--- config.mk ---
export PLATFORM = sky130hd
export DESIGN_NAME = green_draw_multi
export DESIGN_NICKNAME = d
export VERILOG_FILES = /design/src/rtl/green_draw_pkg.sv /design/src/rtl/green_win_cmp.sv /design/src/rtl/green_draw_multi.sv
export SDC_FILE = /design/constraint.sdc
export NUM_CORES = 1
export LEC_CHECK = 0
export ABC_AREA = 1
export BUFFER_PORTS_ARGS = -buffer_cell sky130_fd_sc_hd__buf_4
export CORE_AREA = 2 2 245 247
export DETAILED_ROUTE_END_ITERATION = 10
export DIE_AREA = 0 0 247 249
export HOLD_SLACK_MARGIN = 0.08
export PLACE_DENSITY = 0.71
export SYNTH_ARGS = -nofsm -noshare
export SYNTH_HDL_FRONTEND = slang
export SYNTH_HIERARCHICAL = 1
export SYNTH_SLANG_ARGS = --single-unit
--- constraint.sdc ---
create_clock -name clk -period 3.78 [get_ports clk]
set_input_delay 0.378 -clock clk [delete_from_list [all_inputs] [get_ports clk]]
set_output_delay 0.378 -clock clk [all_outputs]
set_load 0.02 [all_outputs]
--- src/rtl/green_draw_pkg.sv ---
// Shared encodings and window register layout for the multi-rectangle green overlay.
// Coordinates are stored zero-extended to COORD_W, so the top supports XW and YW up to 16.
package green_draw_pkg;

  localparam int COORD_W = 16;

  typedef logic [COORD_W-1:0] coord_t;

  typedef enum logic [2:0] {
    FLD_X1   = 3'd0,
    FLD_X2   = 3'd1,
    FLD_Y1   = 3'd2,
    FLD_Y2   = 3'd3,
    FLD_CTRL = 3'd4
  } cfg_field_e;

  localparam int CTRL_EN_BIT     = 0;
  localparam int CTRL_BORDER_BIT = 1;
  localparam int CTRL_BLINK_BIT  = 2;

  typedef struct packed {
    coord_t x1;
    coord_t x2;
    coord_t y1;
    coord_t y2;
    logic   en;
    logic   border;
    logic   blink;
  } win_cfg_t;

  function automatic win_cfg_t write_field(input win_cfg_t   cur,
                                           input logic [2:0] fld,
                                           input coord_t     x_data,
                                           input coord_t     y_data,
                                           input logic [2:0] ctrl);
    win_cfg_t nxt;
    nxt = cur;
    case (fld)
      FLD_X1:   nxt.x1 = x_data;
      FLD_X2:   nxt.x2 = x_data;
      FLD_Y1:   nxt.y1 = y_data;
      FLD_Y2:   nxt.y2 = y_data;
      FLD_CTRL: begin
        nxt.en     = ctrl[CTRL_EN_BIT];
        nxt.border = ctrl[CTRL_BORDER_BIT];
        nxt.blink  = ctrl[CTRL_BLINK_BIT];
      end
      default:  nxt = cur;
    endcase
    return nxt;
  endfunction

endpackage

--- src/rtl/green_win_cmp.sv ---
// Combinational hit test of one pixel against one rectangle, filled or border-only.
module green_win_cmp
  import green_draw_pkg::*;
#(
  parameter int BORDER_W = 2
) (
  input  win_cfg_t cfg_i,
  input  logic     en_i,
  input  coord_t   x_i,
  input  coord_t   y_i,
  input  logic     blink_phase_i,
  output logic     hit_o
);

  localparam int SW = COORD_W + 1;

  // One extra bit keeps the border sums from wrapping near the coordinate limit.
  logic [SW-1:0] bw;
  logic [SW-1:0] x_w;
  logic [SW-1:0] y_w;
  logic          in_x;
  logic          in_y;
  logic          on_edge;
  logic          masked;

  assign bw  = SW'(BORDER_W);
  assign x_w = SW'(x_i);
  assign y_w = SW'(y_i);

  assign in_x = (cfg_i.x1 <= x_i) && (x_i <= cfg_i.x2);
  assign in_y = (cfg_i.y1 <= y_i) && (y_i <= cfg_i.y2);

  assign on_edge = (x_w < (SW'(cfg_i.x1) + bw)) ||
                   ((x_w + bw) > SW'(cfg_i.x2)) ||
                   (y_w < (SW'(cfg_i.y1) + bw)) ||
                   ((y_w + bw) > SW'(cfg_i.y2));

  assign masked = cfg_i.blink & blink_phase_i;

  assign hit_o = en_i & cfg_i.en & in_x & in_y & (~cfg_i.border | on_edge) & ~masked;

endmodule

--- src/rtl/green_draw_multi.sv ---
// Green overlay for N_WIN double-buffered rectangles, two-stage pipeline to outg/hit flags.
// Optional blink masking is built when GREEN_DRAW_BLINK_EN is defined.
module green_draw_multi
  import green_draw_pkg::*;
#(
  parameter int N_WIN      = 4,
  parameter int XW         = 11,
  parameter int YW         = 10,
  parameter int BORDER_W   = 2,
  parameter int BLINK_LOG2 = 5
) (
  input  logic             clk,
  input  logic             reset,
  input  logic             en,
  input  logic [XW-1:0]    gr_x,
  input  logic [YW-1:0]    gr_y,
  input  logic             frame_start,
  input  logic             cfg_we,
  input  logic [3:0]       cfg_idx,
  input  logic [2:0]       cfg_field,
  input  logic [XW-1:0]    cfg_data,
  output logic             outg,
  output logic [N_WIN-1:0] hit_vec,
  output logic [3:0]       hit_idx,
  output logic             hit_valid
);

  win_cfg_t shadow_q [N_WIN];
  win_cfg_t shadow_d [N_WIN];
  win_cfg_t active_q [N_WIN];
  win_cfg_t active_d [N_WIN];

  logic             wr_ok;
  coord_t           x_data;
  coord_t           y_data;
  logic             blink_phase;
  logic [N_WIN-1:0] hit_comb;

  logic [N_WIN-1:0] hit_s1_q, hit_s1_d;
  logic [N_WIN-1:0] hit_vec_q, hit_vec_d;
  logic             outg_q, outg_d;
  logic [3:0]       hit_idx_q, hit_idx_d;

  assign wr_ok  = cfg_we && (32'(cfg_idx) < 32'(N_WIN)) && (cfg_field <= FLD_CTRL);
  assign x_data = coord_t'(cfg_data);
  assign y_data = coord_t'(cfg_data[YW-1:0]);

  // Commit reads shadow_q, so a same-cycle write is picked up on the following frame_start.
  always_comb begin
    shadow_d = shadow_q;
    active_d = active_q;
    if (frame_start) begin
      active_d = shadow_q;
    end
    if (wr_ok) begin
      for (int w = 0; w < N_WIN; w++) begin
        if (cfg_idx == 4'(w)) begin
          shadow_d[w] = write_field(shadow_q[w], cfg_field, x_data, y_data, cfg_data[2:0]);
        end
      end
    end
  end

  always_ff @(posedge clk) begin
    if (reset) begin
      shadow_q <= '{default: '0};
      active_q <= '{default: '0};
    end else begin
      shadow_q <= shadow_d;
      active_q <= active_d;
    end
  end

`ifdef GREEN_DRAW_BLINK_EN
  logic [BLINK_LOG2-1:0] blink_cnt_q, blink_cnt_d;

  always_comb begin
    blink_cnt_d = blink_cnt_q;
    if (frame_start) begin
      blink_cnt_d = blink_cnt_q + 1'b1;
    end
  end

  always_ff @(posedge clk) begin
    if (reset) begin
      blink_cnt_q <= '0;
    end else begin
      blink_cnt_q <= blink_cnt_d;
    end
  end

  assign blink_phase = blink_cnt_q[BLINK_LOG2-1];
`else
  assign blink_phase = 1'b0;
`endif

  for (genvar w = 0; w < N_WIN; w++) begin : g_win
    green_win_cmp #(
      .BORDER_W (BORDER_W)
    ) u_cmp (
      .cfg_i         (active_q[w]),
      .en_i          (en),
      .x_i           (coord_t'(gr_x)),
      .y_i           (coord_t'(gr_y)),
      .blink_phase_i (blink_phase),
      .hit_o         (hit_comb[w])
    );
  end

  // Lowest index wins: scan downward so the last assignment is the smallest hit.
  always_comb begin
    hit_s1_d  = hit_comb;
    hit_vec_d = hit_s1_q;
    outg_d    = |hit_s1_q;
    hit_idx_d = 4'd0;
    for (int w = N_WIN - 1; w >= 0; w--) begin
      if (hit_s1_q[w]) begin
        hit_idx_d = 4'(w);
      end
    end
  end

  always_ff @(posedge clk) begin
    if (reset) begin
      hit_s1_q  <= '0;
      hit_vec_q <= '0;
      outg_q    <= 1'b0;
      hit_idx_q <= 4'd0;
    end else begin
      hit_s1_q  <= hit_s1_d;
      hit_vec_q <= hit_vec_d;
      outg_q    <= outg_d;
      hit_idx_q <= hit_idx_d;
    end
  end

  assign outg      = outg_q;
  assign hit_vec   = hit_vec_q;
  assign hit_idx   = hit_idx_q;
  assign hit_valid = |hit_vec_q;

endmodule
**Word-level counts from Yosys, hierarchy flattened**

Cells that the tools add are included.

- Register bits after elaboration: 365
- Bits in latches: 0
- Memory bits (writable): 0
- Bits in read-only memories: 0
- Bits of input ports: 44
- Output and inout bits: 10
- Logic and storage cells: 181
- Memories: 0

- Add/subtract/negate cells: 10
- $mul: 0
- Div/mod/pow operators: 0
- $lt $le $gt $ge: 34
- Equal/unequal tests: 7
- Shift operators: 0
- Mux-type cells: 3
- Bitwise gates (word level): 24
- Reduce and logical (&&, ||, !) cells: 49

Operators with widths:

| kind | count |
|---|---|
| <= comparator 11 bit | 8 |
| <= comparator 10 bit | 8 |
| greater-than comparator 17 x 10 -> 1 bit | 4 |
| less-than comparator 10 x 17 -> 1 bit | 4 |
| less-than comparator 11 x 17 -> 1 bit | 4 |
| adder 11 x 2 -> 12 bit, second input constant | 5 |
| AND reduction 3 bit | 20 |
| adder 10 x 2 -> 11 bit, second input constant | 5 |
| greater-than comparator 17 x 11 -> 1 bit | 3 |
| AND 1 bit | 16 |
| greater-than comparator 12 x 11 -> 1 bit | 1 |
| logical OR 1 bit | 12 |
| OR reduction 4 bit | 3 |
| logical AND 1 bit | 10 |
| == test 4 x 2 -> 1 bit, second input constant | 2 |
| == test 3 x 2 -> 1 bit, second input constant | 2 |
| == test 4 x 1 -> 1 bit, second input constant | 1 |
| zero test 4 bit | 1 |
| less-than comparator 4 x 3 -> 1 bit, second input constant | 1 |
| 2-to-1 mux 2 bit | 2 |
| NOT 1 bit | 4 |
| OR 1 bit | 4 |
| == test 3 x 1 -> 1 bit, second input constant | 1 |
| == test 3 bit, second input constant | 1 |
| 5 further kinds | 5 |

**Depth between registers and ports, before layout**

- Word-level depth: 7
- Depth in mapped cells: 24
- Mapped depth without buffers: 24

**By module**

Netlist, hierarchy kept.

Modules (own cells, without submodules):

| module | instances | cells an instance | area an instance (um^2) | sequential area each (um^2) |
|---|---|---|---|---|
| green_draw_multi | 1 | 2029 | 14716.6 | 7427.1 |
| green_win_cmp at g_win[1].u_cmp ... | 2 | 676 | 4255.3 | 0.0 |
| green_win_cmp at g_win[0].u_cmp | 1 | 718 | 4436.8 | 0.0 |
| green_win_cmp at g_win[2].u_cmp | 1 | 708 | 4340.4 | 0.0 |

**Least setup slack after synthesis**

No wires, ideal clock.

- Path type: in2reg
- From: in gr_x[1]
- To: reg hit_s1_q[2]
- Library setup time: 128 ps
- Arrival: 2283 ps
- Data required time: 3652 ps
- Setup slack: 1370 ps
- Cell stages on the path: 19
- Path buffers: 0
- Cell sequence: ha_1 > nand2_1 > nor2_1 > nand2_1 > nor2_1 > inv_1 > o21ai_0 > inv_1 > ha_1 > nand2_1 > nor2_1 > nand4_1 > or2_2 > a21oi_1 > nand2_1 > nor2_1 > nor2_1 > inv_1 > nor2_1

- Cells in the longest elaborated chain, start to end: 7
- Elaborated cells between the ends (all ways): 13
- Classes of those cells: add/sub: 1; order compare: 4; bitwise: 4; reduce/logical: 4

Ends and longest elaborated chain:

| what | line | text |
|---|---|---|
| start: declaration | green_draw_multi.sv:15 | `input logic [XW-1:0] gr_x,` |
| adder 11 x 2 -> 12 bit | green_win_cmp.sv:34 | `((x_w + bw) > SW'(cfg_i.x2)) \|\|` |
| greater-than comparator 17 x 11 -> 1 bit | green_win_cmp.sv:34 |  |
| logical OR 1 bit | green_win_cmp.sv:33 | `assign on_edge = (x_w < (SW'(cfg_i.x1) + bw)) \|\|` |
| logical OR 1 bit | green_win_cmp.sv:34 |  |
| logical OR 1 bit | green_win_cmp.sv:35 | `(y_w < (SW'(cfg_i.y1) + bw)) \|\|` |
| OR 1 bit | green_win_cmp.sv:40 | `assign hit_o = en_i & cfg_i.en & in_x & in_y & (~cfg_i.border \| on_edge) & ~masked;` |
| AND 1 bit * | green_win_cmp.sv:40 |  |
| named net hit_comb[2] | green_draw_multi.sv:37 | `logic [N_WIN-1:0] hit_comb;` |
| end signal: assignment | green_draw_multi.sv:130 | `hit_s1_q <= hit_s1_d;` |
| end: declaration | green_draw_multi.sv:39 | `logic [N_WIN-1:0] hit_s1_q, hit_s1_d;` |

Mark *: on every way through the listed nets, which the timed path passes. The rest lies on a longest branch.
A chain may end at the register's enable or synchronous reset.

**Worst setup path in the final report**

- From: reg active_q[186] in the netlist's numbering
- To: reg hit_s1_q[1]

- Cells in the longest elaborated chain, start to end: 7
- Elaborated cells between the ends (all ways): 11
- Classes of those cells: add/sub: 1; order compare: 2; bitwise: 4; reduce/logical: 4

Ends and longest elaborated chain:

| what | line | text |
|---|---|---|
| start: declaration | green_draw_multi.sv:30 | `win_cfg_t active_q [N_WIN];` |
| start signal: assignment | green_draw_multi.sv:70 | `active_q <= active_d;` |
| adder 11 x 2 -> 12 bit | green_win_cmp.sv:33 |  |
| less-than comparator 11 x 17 -> 1 bit | green_win_cmp.sv:33 |  |
| logical OR 1 bit | green_win_cmp.sv:33 |  |
| logical OR 1 bit | green_win_cmp.sv:34 |  |
| logical OR 1 bit | green_win_cmp.sv:35 |  |
| OR 1 bit | green_win_cmp.sv:40 |  |
| AND 1 bit * | green_win_cmp.sv:40 |  |
| named net hit_comb[1] | green_draw_multi.sv:37 |  |

Marks and branches as above.

==> results.md <==
STA:
- The final worst-path cycle share is between 80 and 90%.
- Headroom to the max-slew limit came out at roughly 13%.
- The minimum clock period after layout is 3.05 ns.
- The max-slew violation count came to 0.
- The actual transition at the worst max-transition pin is ~1.3 ns.
- The sum of negative setup slack is 0 ns.
- The count of final hold-check violations came to 0.
- The worst hold slack is 0.134 ns.
- The worst path meets setup with approximately 0.73 ns of slack.
- The final count of negative-setup-slack endpoints is 0.
- Setup repair after global routing left no endpoint under its margin.
- The maximum frequency from static timing analysis is roughly 330 MHz.
- Clock skew on the completed layout was measured at just under 0.02 ns.

Hold path:
- In this run the most critical hold path is launched from cfg_data[1].
- The worst min-delay path endpoint is shadow_q[1].
- The min-delay analysis places its worst path in the category in2reg.
- The number of instances on the worst hold path is 3.

Clocking:
- The count of hold-fix buffers inserted at cts is 0.
- After clock tree synthesis, the repair step resized 0 gates.
- TritonCTS built the clock tree.
- The clock-pin slew reported for the worst setup and hold paths after clock tree synthesis is about 0.060 ns.
- The maximum root-to-sink buffer count is 3.
- The tree is rooted in a sky130_fd_sc_hd__clkbuf_16.
- The clock drives between 300 and 400 sinks.
- The TritonCTS buffer count is 41.
- The H-tree was split into 2 levels.
- The buffers inserted during post-CTS setup optimization is 0.
- The clock latency of the later-clocked register in the worst-skew pair is roughly 0.58 ns.

Routing:
- For this block, the initial DRC count from the detailed router was 1976.
- The total wire length after detailed routing is 82000 um.
- After detailed routing, the average wire length per cell comes to 13.7 um.
- The number of nets with antenna violations after detailed routing is 0.
- The detailed-router iteration count before antenna repair is 6.
- After detailed routing, the number of remaining DRC violations is 0.
- Dividing the detail-routed via count by the number of cells gives 4.97.
- The total number of vias is slightly below 30000.

Logic synthesis:
- The number of library cell types mapped by synthesis is 48.
- After synthesis, the most frequently instantiated cells are sky130_fd_sc_hd__nand2_1 (992), sky130_fd_sc_hd__inv_1 (842), sky130_fd_sc_hd__ha_1 (520).
- The instance count of the mapped netlist is between 4000 and 5000.
- The average instance area after synthesis is 6.66 um^2.
- The count of yosys warnings during synthesis is 6.
- For this run, the leading register cell type out of synthesis is sky130_fd_sc_hd__dfxtp_1.
- The portion of synthesized cell area occupied by the leading cell type is between 20% and 30%.
- Of the synthesized area, sequential elements account for a little under a quarter.
- Counting flops with an async set or reset pin after synthesis yields a share of 0%.
- The number of synthesized flops with an enable pin is 0.
- The synthesized netlist occupies a cell area of 0.0320 mm^2.
- The register bit count reported by yosys is 371.
- Yosys attributes the largest share of cell area to sky130_fd_sc_hd__dfxtp_1 (23%), sky130_fd_sc_hd__ha_1 (20%), sky130_fd_sc_hd__nand2_1 (12%).
- The dominant cell type by area after synthesis is sky130_fd_sc_hd__dfxtp_1.
- Yosys instantiated no cell more often than sky130_fd_sc_hd__nand2_1.

Floorplan:
- Once the floorplan was initialized, standard cells occupied between 50 and 60% of the core.
- In this run the horizontal extent of the chip is between 200 and 250 um.
- The initialized floorplan defines between 80 and 90 standard-cell rows.
- The floorplan step defined a die boundary enclosing a little over 0.06 mm^2.
- In this run the count of I/O pins placed on the die edge is 54.
- Measured along the y axis, the die boundary spans between 200 and 250 um.
- The core region is around 0.059 mm^2.

Flow run:
- Across the run, the number of max-cap violations was 0.

Critical path:
- The data required time at the worst endpoint is around 4.2 ns.
- The cell count of the worst reg-to-reg path is 19.
- The capture instance of the worst register-to-register path is hit_s1_q[1].
- The reg-to-reg critical path startpoint is active_q[186].
- Along the worst path, the maximum fanout reaches 5.
- STA classifies the critical path endpoint as a flip-flop.
- In this run the register-to-register setup slack is about 0.73 ns.
- The critical path launch point type is a flip-flop.
- The data arrival time at the worst-slack endpoint is roughly 3.5 ns.
- The critical path is of the reg2reg type.

GRT:
- The number of antenna violations at the first check in global routing is 0.
- The largest net degree at the start of global routing is roughly 140.
- The number of global-route vias before repair was ~27000.
- The first global-routing pass estimated 136000 um of wire.
- For this run the aggregate overflow at the end of global routing stands at 0.
- Across every metal layer, demand over resource in global routing totals between 20% and 30%.

Pwr:
- The worst vdd rail ir drop is 0.255 mV.
- For this design the static power due to leakage is about 18 nW.
- Summed over all nets, the switching power comes to 3.23 mW.
- After layout, the design draws a total of ~11 mW.
- The internal power of the cells totals 7.33 mW.
- The switching part of the total power is 30.6%.
- Combinational cells account for a little over a fifth of the total power.
- For this design the ratio of total power to cell area is between 200 and 300 mW/mm^2.
- Per report_power, the clock group accounts for around two fifths of the total.
- The share of power burned in registers is 38.9%.

Place:
- The global placer's final weighted congestion is about 0.87.
- The estimated wirelength of the detail-placed design is roughly 60000 um.
- The total instance count after detailed placement is a little under 6000.
- Port buffering added 51 buffers.
- Before CTS, the worst setup slack after placement is roughly 0.44 ns.

Final layout:
- Fill cells in the final layout number approximately 5700.
- The number of cells in the finished layout apart from fillers is about 6000.
- The share of layout cells above drive strength 1 is under 10%.
- The area of the multi-input gates is roughly 0.022 mm^2.
- Relative to the synthesized area, the layout overhead comes to 12.7%.
- The post-layout net count is approximately 5800.
- The repair_antennas step left the layout with diodes totalling 0.
- Across the whole layout, storage elements account for 0.00743 mm^2.

Outcome:
- The run finished with clean final reports.
==> how the worst max path moves through the flow <==
stage | depth (start not counted) | startpoint | endpoint
after global placement | 20 | gr_x[2] | hit_s1_q[2]
after global routing | 19 | active_q[186] | hit_s1_q[1]
after CTS | 19 | active_q[186] | hit_s1_q[1]
final | 19 | active_q[186] | hit_s1_q[1]
after floorplan | 19 | gr_x[1] | hit_s1_q[2]
after detailed placement | 20 | gr_x[2] | hit_s1_q[2]
==> stage by stage <==
step	utilization, %	instance area (um^2)
6_report	61.5	36100
5_1_grt	61.5	36100
4_1_cts	61.5	36100
3_5_place_dp	59.1	34700
3_3_place_gp	59.1	34700
2_1_floorplan	-	33600
==> layer usage <==
metal	up-vias	GRT usage, %	routed length [um]
li1	15800	-	-
met1	13200	36.7	38800
met2	595	44.6	37300
met3	117	2.63	3970
met4	0	6.66	1940
met5	-	0	0
==> cell usage in the layout, fill, tap and decap left out, types with 4 or more instances in the layout <==
cell type and instances:
sky130_fd_sc_hd__nand2_1 992, sky130_fd_sc_hd__inv_1 842, sky130_fd_sc_hd__ha_1 520, sky130_fd_sc_hd__nor2_1 470
sky130_fd_sc_hd__conb_1 414, sky130_fd_sc_hd__a21oi_1 378, sky130_fd_sc_hd__dfxtp_1 371, sky130_fd_sc_hd__o21ai_0 241
sky130_fd_sc_hd__nand4_1 226, sky130_fd_sc_hd__nand3_1 155, sky130_fd_sc_hd__xor2_1 137, sky130_fd_sc_hd__buf_4 82
sky130_fd_sc_hd__nor3_1 52, sky130_fd_sc_hd__clkbuf_16 42, sky130_fd_sc_hd__xnor2_1 28, sky130_fd_sc_hd__inv_2 27
sky130_fd_sc_hd__a21o_1 22, sky130_fd_sc_hd__nand3_2 19, sky130_fd_sc_hd__nor2_4 16, sky130_fd_sc_hd__o21ai_1 16
sky130_fd_sc_hd__nor2_2 15, sky130_fd_sc_hd__nor3_2 14, sky130_fd_sc_hd__o21bai_1 14, sky130_fd_sc_hd__o21a_1 12
sky130_fd_sc_hd__nor4_1 10, sky130_fd_sc_hd__clkbuf_8 10, sky130_fd_sc_hd__nand2_2 9, sky130_fd_sc_hd__nand3b_1 8
sky130_fd_sc_hd__clkbuf_1 7, sky130_fd_sc_hd__clkinv_1 7, sky130_fd_sc_hd__o22ai_1 7, sky130_fd_sc_hd__buf_12 7
sky130_fd_sc_hd__nor3_4 5, sky130_fd_sc_hd__clkinv_2 5, sky130_fd_sc_hd__a21boi_0 5, sky130_fd_sc_hd__and3_1 5
sky130_fd_sc_hd__nand2_4 5, sky130_fd_sc_hd__bufinv_16 4
==> registers in the layout (all words and copies together) (netlist names) <==
signal,count
hit_idx,2
shadow_q,180
outg,1
hit_s1_q,4
hit_vec,4
active_q,180
==> power groups by stage <==
stage | combinational (mW) | sequential [mW] | clock [mW]
final | 2.24 | 4.11 | 4.21
after global routing | 2.60 | 4.12 | 4.42
after CTS | 2.14 | 4.11 | 4.26
after detailed placement | 2.12 | 4.20 | 0
after global placement | 2.10 | 4.19 | 0
after floorplan | 1.60 | 4.16 | 0
==> final cells by class <==
class	count	share of cell area, %
timing repair buffer	90	2.14
sequential	371	20.6
inverter	877	9.15
clock buffer	59	3.37
multi-input combinational	3812	61.5
clock inverter	13	0.548
tap	773	2.68
==> critical path, cell delays in order, from the launching register on <==
cell and delay, ns:
sky130_fd_sc_hd__dfxtp_1 0.46, sky130_fd_sc_hd__ha_1 0.24, sky130_fd_sc_hd__nand3_1 0.14, sky130_fd_sc_hd__inv_2 0.07, sky130_fd_sc_hd__nand2_1 0.05, sky130_fd_sc_hd__nor2_2 0.13, sky130_fd_sc_hd__nand3_1 0.16, sky130_fd_sc_hd__xor2_1 0.19
sky130_fd_sc_hd__ha_1 0.28, sky130_fd_sc_hd__nand2_1 0.04, sky130_fd_sc_hd__nor3_1 0.24, sky130_fd_sc_hd__nand3_1 0.11, sky130_fd_sc_hd__nand2_1 0.12, sky130_fd_sc_hd__nand2_1 0.06, sky130_fd_sc_hd__nor2_1 0.31, sky130_fd_sc_hd__nand3_1 0.12
sky130_fd_sc_hd__nand2_1 0.08, sky130_fd_sc_hd__inv_1 0.04, sky130_fd_sc_hd__inv_1 0.04, sky130_fd_sc_hd__nor2_1 0.03
==> logic make-up after synthesis <==
| kind of cell | after synthesis | synth area share, % |
|---|---|---|
| other cells | 1 | 0.0117 |
| simple gates | 2012 | 28.0 |
| xor+xnor | 165 | 4.52 |
| flops | 371 | 23.2 |
| compound gates | 701 | 11.5 |
| buf+inv | 1037 | 12.4 |
| fa+ha+maj | 520 | 20.3 |
No activity file was read; power rests on OpenSTA's default activity.
